$ cat src/rtl/z80_bus_pkg.sv
// Shared types and constants for the Z80 memory-cycle sequencer.
// Operation and T-state encodings plus the refresh-counter increment helper.
package z80_bus_pkg;

    localparam int ADDR_W_DEF = 16;
    localparam int DATA_W_DEF = 8;
    localparam logic [7:0] R_MASK = 8'h7F;

    typedef enum logic [1:0] {
        OP_FETCH = 2'b00,
        OP_READ  = 2'b01,
        OP_WRITE = 2'b10,
        OP_NONE  = 2'b11
    } bus_op_t;

    typedef enum logic [2:0] {
        IDLE = 3'd0,
        T1   = 3'd1,
        T2   = 3'd2,
        TW   = 3'd3,
        T3   = 3'd4,
        T4   = 3'd5
    } tstate_t;

    function automatic logic op_valid(input logic [1:0] op);
        return op != OP_NONE;
    endfunction

    // Only the low seven bits count; bit 7 is preserved across the wrap.
    function automatic logic [7:0] r_incr(input logic [7:0] r);
        return (r & ~R_MASK) | ((r + 8'd1) & R_MASK);
    endfunction

endpackage

$ cat src/rtl/z80_refresh_ctr.sv
// Z80 R register: 7-bit wrapping refresh counter with a parallel load.
// A load always takes priority over an increment requested in the same cycle.
module z80_refresh_ctr
    import z80_bus_pkg::*;
(
    input  logic       clk,
    input  logic       rst,
    input  logic       inc,
    input  logic       load,
    input  logic [7:0] load_val,
    output logic [7:0] r
);

    always_ff @(posedge clk or posedge rst) begin
        if (rst) begin
            r <= 8'h00;
        end else if (load) begin
            r <= load_val;
        end else if (inc) begin
            r <= r_incr(r);
        end
    end

endmodule

$ cat src/rtl/z80_bus_ctrl.sv
// Z80 memory-cycle sequencer: turns single-cycle core requests into T-state
// accurate bus strobes, captures read data and owns the refresh counter.
module z80_bus_ctrl
    import z80_bus_pkg::*;
#(
    parameter int ADDR_W     = ADDR_W_DEF,
    parameter int DATA_W     = DATA_W_DEF,
    parameter int REFRESH_EN = 1
) (
    input  logic              clk,
    input  logic              rst,
    input  logic              req_valid,
    output logic              req_ready,
    input  logic [1:0]        req_op,
    input  logic [ADDR_W-1:0] req_addr,
    input  logic [DATA_W-1:0] req_wdata,
    output logic              rsp_valid,
    output logic [DATA_W-1:0] rsp_rdata,
    input  logic [7:0]        i_reg,
    input  logic              r_load,
    input  logic [7:0]        r_load_val,
    output logic [7:0]        r_reg,
    input  logic              WAIT_L,
    output logic              MREQ_L,
    output logic              RD_L,
    output logic              WR_L,
    output logic              M1_L,
    output logic              RFSH_L,
    output logic [ADDR_W-1:0] addr_bus,
    output logic [DATA_W-1:0] data_out,
    input  logic [DATA_W-1:0] data_in
);

    tstate_t           state_reg, state_next;
    bus_op_t           op_reg;
    logic [ADDR_W-1:0] addr_reg;
    logic [DATA_W-1:0] wdata_reg;

    bus_op_t           cur_op;
    logic [ADDR_W-1:0] cur_addr;
    logic [DATA_W-1:0] cur_wdata;
    logic              accept;
    logic              refresh_fetch;
    logic              capture;
    logic              r_inc;

    logic              mreq_next, rd_next, wr_next, m1_next, rfsh_next, rsp_next;
    logic [ADDR_W-1:0] addr_next;
    logic [DATA_W-1:0] dout_next;

    assign refresh_fetch = (op_reg == OP_FETCH) && (REFRESH_EN != 0);

    always_comb begin
        req_ready = 1'b0;
        case (state_reg)
            IDLE:    req_ready = 1'b1;
            T3:      req_ready = !refresh_fetch;
            T4:      req_ready = 1'b1;
            default: req_ready = 1'b0;
        endcase
    end

    // Invalid ops complete the handshake but never start a bus cycle.
    assign accept = req_valid && req_ready && op_valid(req_op);

    always_comb begin
        state_next = state_reg;
        case (state_reg)
            IDLE:    state_next = accept ? T1 : IDLE;
            T1:      state_next = T2;
            T2, TW:  state_next = WAIT_L ? T3 : TW;
            T3:      state_next = refresh_fetch ? T4 : (accept ? T1 : IDLE);
            T4:      state_next = accept ? T1 : IDLE;
            default: state_next = IDLE;
        endcase
    end

    always_comb begin
        cur_op    = accept ? bus_op_t'(req_op) : op_reg;
        cur_addr  = accept ? req_addr : addr_reg;
        cur_wdata = accept ? req_wdata : wdata_reg;
    end

    // Bus pins are computed for the state being entered, then registered.
    always_comb begin
        mreq_next = 1'b1;
        rd_next   = 1'b1;
        wr_next   = 1'b1;
        m1_next   = 1'b1;
        rfsh_next = 1'b1;
        rsp_next  = 1'b0;
        addr_next = addr_bus;
        dout_next = data_out;
        case (state_next)
            T1: begin
                addr_next = cur_addr;
                mreq_next = 1'b0;
                rd_next   = (cur_op == OP_WRITE);
                m1_next   = (cur_op != OP_FETCH);
                if (cur_op == OP_WRITE) begin
                    dout_next = cur_wdata;
                end
            end
            T2, TW: begin
                addr_next = cur_addr;
                mreq_next = 1'b0;
                rd_next   = (cur_op == OP_WRITE);
                wr_next   = (cur_op != OP_WRITE);
                m1_next   = (cur_op != OP_FETCH);
            end
            T3: begin
                rsp_next = 1'b1;
                if (refresh_fetch) begin
                    addr_next = ADDR_W'({i_reg, r_reg});
                    mreq_next = 1'b0;
                    rfsh_next = 1'b0;
                end
            end
            T4: begin
                rfsh_next = 1'b0;
            end
            default: ;
        endcase
    end

    assign capture = ((state_reg == T2) || (state_reg == TW)) && WAIT_L && (op_reg != OP_WRITE);
    assign r_inc   = (state_reg == T4);

    always_ff @(posedge clk or posedge rst) begin
        if (rst) begin
            state_reg <= IDLE;
            op_reg    <= OP_FETCH;
            addr_reg  <= '0;
            wdata_reg <= '0;
            MREQ_L    <= 1'b1;
            RD_L      <= 1'b1;
            WR_L      <= 1'b1;
            M1_L      <= 1'b1;
            RFSH_L    <= 1'b1;
            addr_bus  <= '0;
            data_out  <= '0;
            rsp_valid <= 1'b0;
            rsp_rdata <= '0;
        end else begin
            state_reg <= state_next;
            if (accept) begin
                op_reg    <= bus_op_t'(req_op);
                addr_reg  <= req_addr;
                wdata_reg <= req_wdata;
            end
            MREQ_L    <= mreq_next;
            RD_L      <= rd_next;
            WR_L      <= wr_next;
            M1_L      <= m1_next;
            RFSH_L    <= rfsh_next;
            addr_bus  <= addr_next;
            data_out  <= dout_next;
            rsp_valid <= rsp_next;
            if (capture) begin
                rsp_rdata <= data_in;
            end
        end
    end

    z80_refresh_ctr u_refresh (
        .clk      (clk),
        .rst      (rst),
        .inc      (r_inc),
        .load     (r_load),
        .load_val (r_load_val),
        .r        (r_reg)
    );

endmodule
$ cat config.mk
export PLATFORM = sky130hd
export DESIGN_NAME = z80_bus_ctrl
export DESIGN_NICKNAME = d
export VERILOG_FILES = /design/src/rtl/z80_bus_pkg.sv /design/src/rtl/z80_refresh_ctr.sv /design/src/rtl/z80_bus_ctrl.sv
export SDC_FILE = /design/constraint.sdc
export NUM_CORES = 1
export LEC_CHECK = 0
export ABC_AREA = 0
export ABC_CLOCK_PERIOD_IN_PS = 2650
export CORE_MARGIN = 5
export CORE_UTILIZATION = 45
export DETAILED_ROUTE_END_ITERATION = 8
export GPL_ROUTABILITY_DRIVEN = 0
export PLACE_DENSITY = 0.86
export SETUP_SLACK_MARGIN = 0.2
export SLEW_MARGIN = 40
export SYNTH_ARGS = -nofsm -noshare
export SYNTH_HDL_FRONTEND = slang
export SYNTH_SLANG_ARGS = --single-unit
export TNS_END_PERCENT = 10
$ cat constraint.sdc
create_clock -name clk -period 2.65 [get_ports clk]
set_clock_uncertainty 0.1 [all_clocks]
set_input_delay 0.265 -clock clk [delete_from_list [all_inputs] [get_ports clk]]
set_output_delay 0.265 -clock clk [all_outputs]
set_load 0.03 [all_outputs]
==> impl_metrics.json, run 1 <==
{
  "crit_required_ps": 2290,
  "layout_min_cycle_time_ps": 2200,
  "synthCells": 253,
  "r2r_slack_ps": 540,
  "p_int_mw": 3.09,
  "synth_seq_cells": 67,
  "worstSetupStartpointType": "flop",
  "ys.warnings.count": 0,
  "drive_gt1_share_pct": 14.8,
  "numCtsBuffers": 9,
  "final.setup.tns_ps": 0,
  "finalWirelength_mm": 7.56,
  "netlist_area_um2": 2960,
  "p_seq_share_pct": 33.7,
  "leakagePower_nw": 1.77,
  "status": "completed",
  "cap_viol_max_count": 0,
  "grt_pass1_vias": 2474,
  "vdd_drop_max_uv": 752,
  "syn_avg_cell_area_um2": 11.7,
  "fin_crit_sh_pct": 83.1,
  "clock_latency_ps": 340,
  "nNetsFinal": 416,
  "slew_headroom_pct": 55.0,
  "grt_max_degree": 33,
  "cts_post_setup_buffers_inserted": 0,
  "num_antenna_cells": 0,
  "root_buffer": "clkbuf_8",
  "synth-seq-area-share_pct": 56.9,
  "htreeDepth": 3,
  "drtIter0Drc": 120,
  "grt_pass1_wl_mm": 12.3,
  "gr-usage-all-layers_pct": 18.4,
  "fin_cells": 442,
  "dp_slack_ps": 331,
  "synth_cell_types": 43,
  "tightest_slew_ps": 675,
  "via_per_inst": 5.42,
  "clock-sinks": 67,
  "stdcell_area_um2": 4240,
  "path_max_fanout": 7,
  "coreArea_um2": 6390,
  "finalWorstSetupSlack_ps": 449,
  "power_switching_mw": 2.13,
  "power_density_nw_per_um2": 1230,
  "initial_core_util_pct": 46.3,
  "die_width_um": 91.1,
  "firstDrtPassIters": 4,
  "fin_total_pwr_mw": 5.21,
  "arrival_ps": 1840,
  "swShare_pct": 40.8,
  "power_frac_clock_pct": 15.7,
  "post-route-util_pct": 66.4,
  "clk_pin_slew_worst_paths_ps": 70,
  "cp_slowest_cell": "or4b_4",
  "fp.dieH_um": 91.1,
  "setup-violations-final": 0,
  "timing.hold.ws_ps": 210,
  "final_common_cell": "clkdlybuf4s50_1",
  "finalHoldViolCount": 0,
  "place_inst": 426,
  "ctsHoldBuffers": 0,
  "critPathKind": "flop to primary output",
  "ios": 102,
  "drc": 0,
  "clock_path_buffers": 2,
  "vias": 2396,
  "cts_resized": 1,
  "cpPeakStageDelay_ps": 580,
  "wl_per_cell_um": 17.1,
  "hpwl_mm": 5.45,
  "grt-ovfl-total": 0,
  "postRouteAntennaNets": 0,
  "endpoint_kind": "primary output",
  "port_buffers": 101,
  "antenna_found_initial": 0,
  "layout_common_cells": "clkdlybuf4s50_1, dfrtp_1, o21ai_0",
  "rsz0062_at_grt": "no",
  "syn_to_final_growth_pct": 43.3,
  "slew_viol_final": 0,
  "num_rows": 29,
  "combPwrFrac_pct": 50.6,
  "crit_chain": "or4b_4 > nand2_1 > nor2_1 > dlygate4sd2_1",
  "fmax_mhz": 454,
  "dpl-instance-area_um2": 4050,
  "mappedNetlistNets": 309,
  "dieArea_um2": 8300,
  "hp-class": "input pin to async pin",
  "cts_tree": "built"
}
[cells in the mapped netlist, drive strengths merged]
library cell | number | area share [%]
or2b | 1 | 0.25
or3 | 1 | 0.21
mux2i | 17 | 5.8
xor2 | 1 | 0.30
nor2b | 1 | 0.21
dfrtp | 62 | 52
nand3 | 1 | 0.17
a21bo | 1 | 0.34
a21boi | 1 | 0.25
mux2 | 19 | 7.4
buf | 7 | 2.3
a31o | 1 | 0.30
and4b | 1 | 0.34
xnor2 | 5 | 1.5
inv | 18 | 2.3
nand4b | 1 | 0.30
or2 | 1 | 0.21
ha | 1 | 0.42
a22oi | 1 | 0.25
nor2 | 8 | 1.0
nand4 | 16 | 3.4
nand2b | 1 | 0.21
a211oi | 1 | 0.25
and3b | 1 | 0.30
o31ai | 1 | 0.25
o211ai | 17 | 4.3
nand2 | 18 | 2.8
nor3b | 1 | 0.25
dfstp | 5 | 4.4
and3 | 1 | 0.21
clkbuf | 8 | 1.1
o21ai | 27 | 4.6
o21a | 1 | 0.25
nor3 | 4 | 0.85
a21oi | 1 | 0.17
or4b | 1 | 0.47
[area by class of cell]
cell class	count	area (um2)
timing repair buffer	111	1100
clock buffer	13	149
sequential	67	1680
tap	77	96.3
clock inverter	3	40.0
fill	515	2140
multi-input combinational	153	1110
inverter	18	67.6
[logic make-up after synthesis]
family | Yosys count | synth area share, %
mux | 36 | 13.1
compound gates | 52 | 11.0
flops | 67 | 56.9
fa+ha+maj | 1 | 0.423
simple gates | 58 | 11.2
xor+xnor | 6 | 1.78
buf+inv | 33 | 5.67
[layer usage]
layer / vias up / global-route usage (%) / share of wire, %
met1: 1186 / 23.3 / 40
met4: 0 / 6.85 / 1.1
met5: - / 0 / 0
met3: 9 / 5.21 / 7.7
met2: 87 / 30.0 / 51
li1: 1114 / - / -
[critical path: cells and delay by family (launching register included)]
kind                   cells  cell delay [ps]
DFF                        1              440
and+or+nand+nor            3              700
buffers and inverters      1              370
[power by group through the flow]
| stage | Clock (mW) | Combinational [mW] | Sequential, mW |
|---|---|---|---|
| after floorplan | 0 | 1.11 | 2.31 |
| after global placement | 0 | 2.58 | 1.75 |
| after detailed placement | 0 | 2.65 | 1.77 |
| after CTS | 0.835 | 2.65 | 1.76 |
| after global routing | 0.882 | 2.82 | 1.81 |
| final | 0.818 | 2.64 | 1.76 |
[final timing paths]
path	start	to	depth (start not counted)
max in group asynchronous	rst	MREQ_L	3
min in group clk	addr_reg[2]	addr_reg[2]	2
min reg2reg	addr_reg[2]	addr_reg[2]	2
max reg2reg	state_reg[0]	addr_bus[6]	5
max	state_reg[0]	req_ready	4
min	rst	rsp_rdata[4]	2
Power figures use the tool's default switching activity.
==> run 2: changes to the inputs <==
Settings changed: ABC_CLOCK_PERIOD_IN_PS 2650 to 2300.
Clock period 2.65 ns to 2.3 ns, I/O delays scaled along.
==> impl_metrics.json, run 2 (synthesis results as in run 1) <==
{
  "status": "completed",
  "num_rows": 29,
  "power_density_nw_per_um2": 1420,
  "ios": 102,
  "drtIter0Drc": 161,
  "initial_core_util_pct": 46.3,
  "drive_gt1_share_pct": 15.3,
  "firstDrtPassIters": 4,
  "combPwrFrac_pct": 50.9,
  "num_antenna_cells": 0,
  "grt_max_degree": 56,
  "layout_common_cells": "clkdlybuf4s50_1, dfrtp_1, o21ai_0",
  "p_seq_share_pct": 33.2,
  "hp-class": "input pin to async pin",
  "root_buffer": "clkbuf_8",
  "grt-ovfl-total": 0,
  "clk_pin_slew_worst_paths_ps": 70,
  "setup-violations-final": 0,
  "fin_cells": 442,
  "crit_end": "data_out[2]",
  "grt_pass1_wl_mm": 12.2,
  "leakagePower_nw": 1.77,
  "final_common_cell": "clkdlybuf4s50_1",
  "die_width_um": 91.1,
  "startpoint": "op_reg[1]",
  "worst_r2r_endpoint": "data_out[2]",
  "crit_required_ps": 2410,
  "power_switching_mw": 2.45,
  "port_buffers": 101,
  "drc": 0,
  "path_max_fanout": 22,
  "r2r_start": "op_reg[1]",
  "clock_latency_ps": 330,
  "place_inst": 425,
  "reg2reg_depth": 5,
  "stdcell_area_um2": 4270,
  "wl_per_cell_um": 17.1,
  "dr_wl_met2_mm": 3.78,
  "layout_min_cycle_time_ps": 2090,
  "hpwl_mm": 5.30,
  "p_int_mw": 3.63,
  "postRouteAntennaNets": 0,
  "dpl-instance-area_um2": 4060,
  "cts_tree": "built",
  "slew_headroom_pct": 55.9,
  "syn_to_final_growth_pct": 44.3,
  "highest_layer": "met4",
  "coreArea_um2": 6390,
  "arrival_ps": 2200,
  "dp_slack_ps": 108,
  "slew_viol_final": 0,
  "numCtsBuffers": 9,
  "endpoint_kind": "flop",
  "clock_path_buffers": 2,
  "timing.hold.ws_ps": 62.0,
  "rsz0062_at_grt": "yes",
  "n_fill_cell": 492,
  "gr-usage-all-layers_pct": 18.5,
  "vias": 2400,
  "via_per_inst": 5.43,
  "nNetsFinal": 416,
  "vdd_drop_max_uv": 996,
  "fmax_mhz": 478,
  "power_frac_clock_pct": 15.9,
  "tightest_slew_ps": 662,
  "htreeDepth": 3,
  "fin_crit_sh_pct": 91.0,
  "finalWorstSetupSlack_ps": 207,
  "met1_length_mm": 3.22,
  "finalWirelength_mm": 7.55,
  "finalHoldViolCount": 0,
  "final.setup.tns_ps": 0,
  "dieArea_um2": 8300,
  "critPathKind": "flop to flop",
  "fp.dieH_um": 91.1,
  "worstSetupStartpointType": "flop",
  "wl_met3_um": 477,
  "grt_pass1_vias": 2478,
  "cap_viol_max_count": 0,
  "clock-sinks": 67,
  "swShare_pct": 40.3,
  "antenna_found_initial": 0,
  "r2r_slack_ps": 210
}
==> run 2: cell count changes in the layout (fill, tap and decap cells not counted), sizes merged <==
| cell | change |
|---|---|
| clkdlybuf4s15 | +1 |
| dlygate4sd2 | -1 |
| clkbuf | +1 |
| clkinv | -1 |
==> run 2: worst min-delay path by stage <==
stage                      from             end  slack (ps)  depth (start not counted)
global placement    addr_reg[3]     addr_reg[3]         360                          2
detailed placement  addr_reg[4]     addr_reg[4]         370                          2
CTS                         rst    rsp_rdata[4]          60                          2
finish                      rst    rsp_rdata[4]          60                          2
floorplan                r_load  u_refresh.r[3]         240                          1
global route                rst    rsp_rdata[4]          90                          2
==> run 2: area by class of cell <==
class	instances	area (um2)	area share [%]
Clock buffer	14	163	3.81
Clock inverter	2	35.0	0.820
Inverter	18	67.6	1.58
Multi-Input combinational cell	153	1110	26.1
Sequential cell	67	1680	39.4
Tap cell	77	96.3	2.26
Timing Repair Buffer	111	1110	26.0
==> run 2: worst max-delay path, stage by stage (launching register included) <==
cell	delay (ps)
dfrtp_1	430
or4b_4	560
and4b_1	220
buf_12	180
nand2_8	120
mux2_2	350
==> run 2: metrics by stage <==
step	total power, mW	util (%)
3_3_place_gp	5.00	63.6
6_report	6.08	66.9
3_5_place_dp	5.11	63.6
5_1_grt	6.42	66.9
4_1_cts	6.12	66.8
2_1_floorplan	3.94	-
==> run 2: repair_timing <==
item                                    CTS  global route
endpoints found under the setup margin    6            25
setup buffers                             1             0
hold buffers                              0             0
resized for setup                         3             1
==> run 2: power groups by stage <==
stage	Combinational, mW	Sequential (mW)	Clock, mW
after floorplan	1.28	2.66	0
after global placement	2.99	2.01	0
after detailed placement	3.07	2.05	0
after CTS	3.10	2.02	0.994
after global routing	3.31	2.08	1.04
final	3.09	2.02	0.964
==> run 2: metal layers <==
metal	vias up	GRT usage, %
li1	1110	-
met1	1177	23.7
met2	107	29.9
met3	6	4.13
met4	0	8.68
met5	-	0
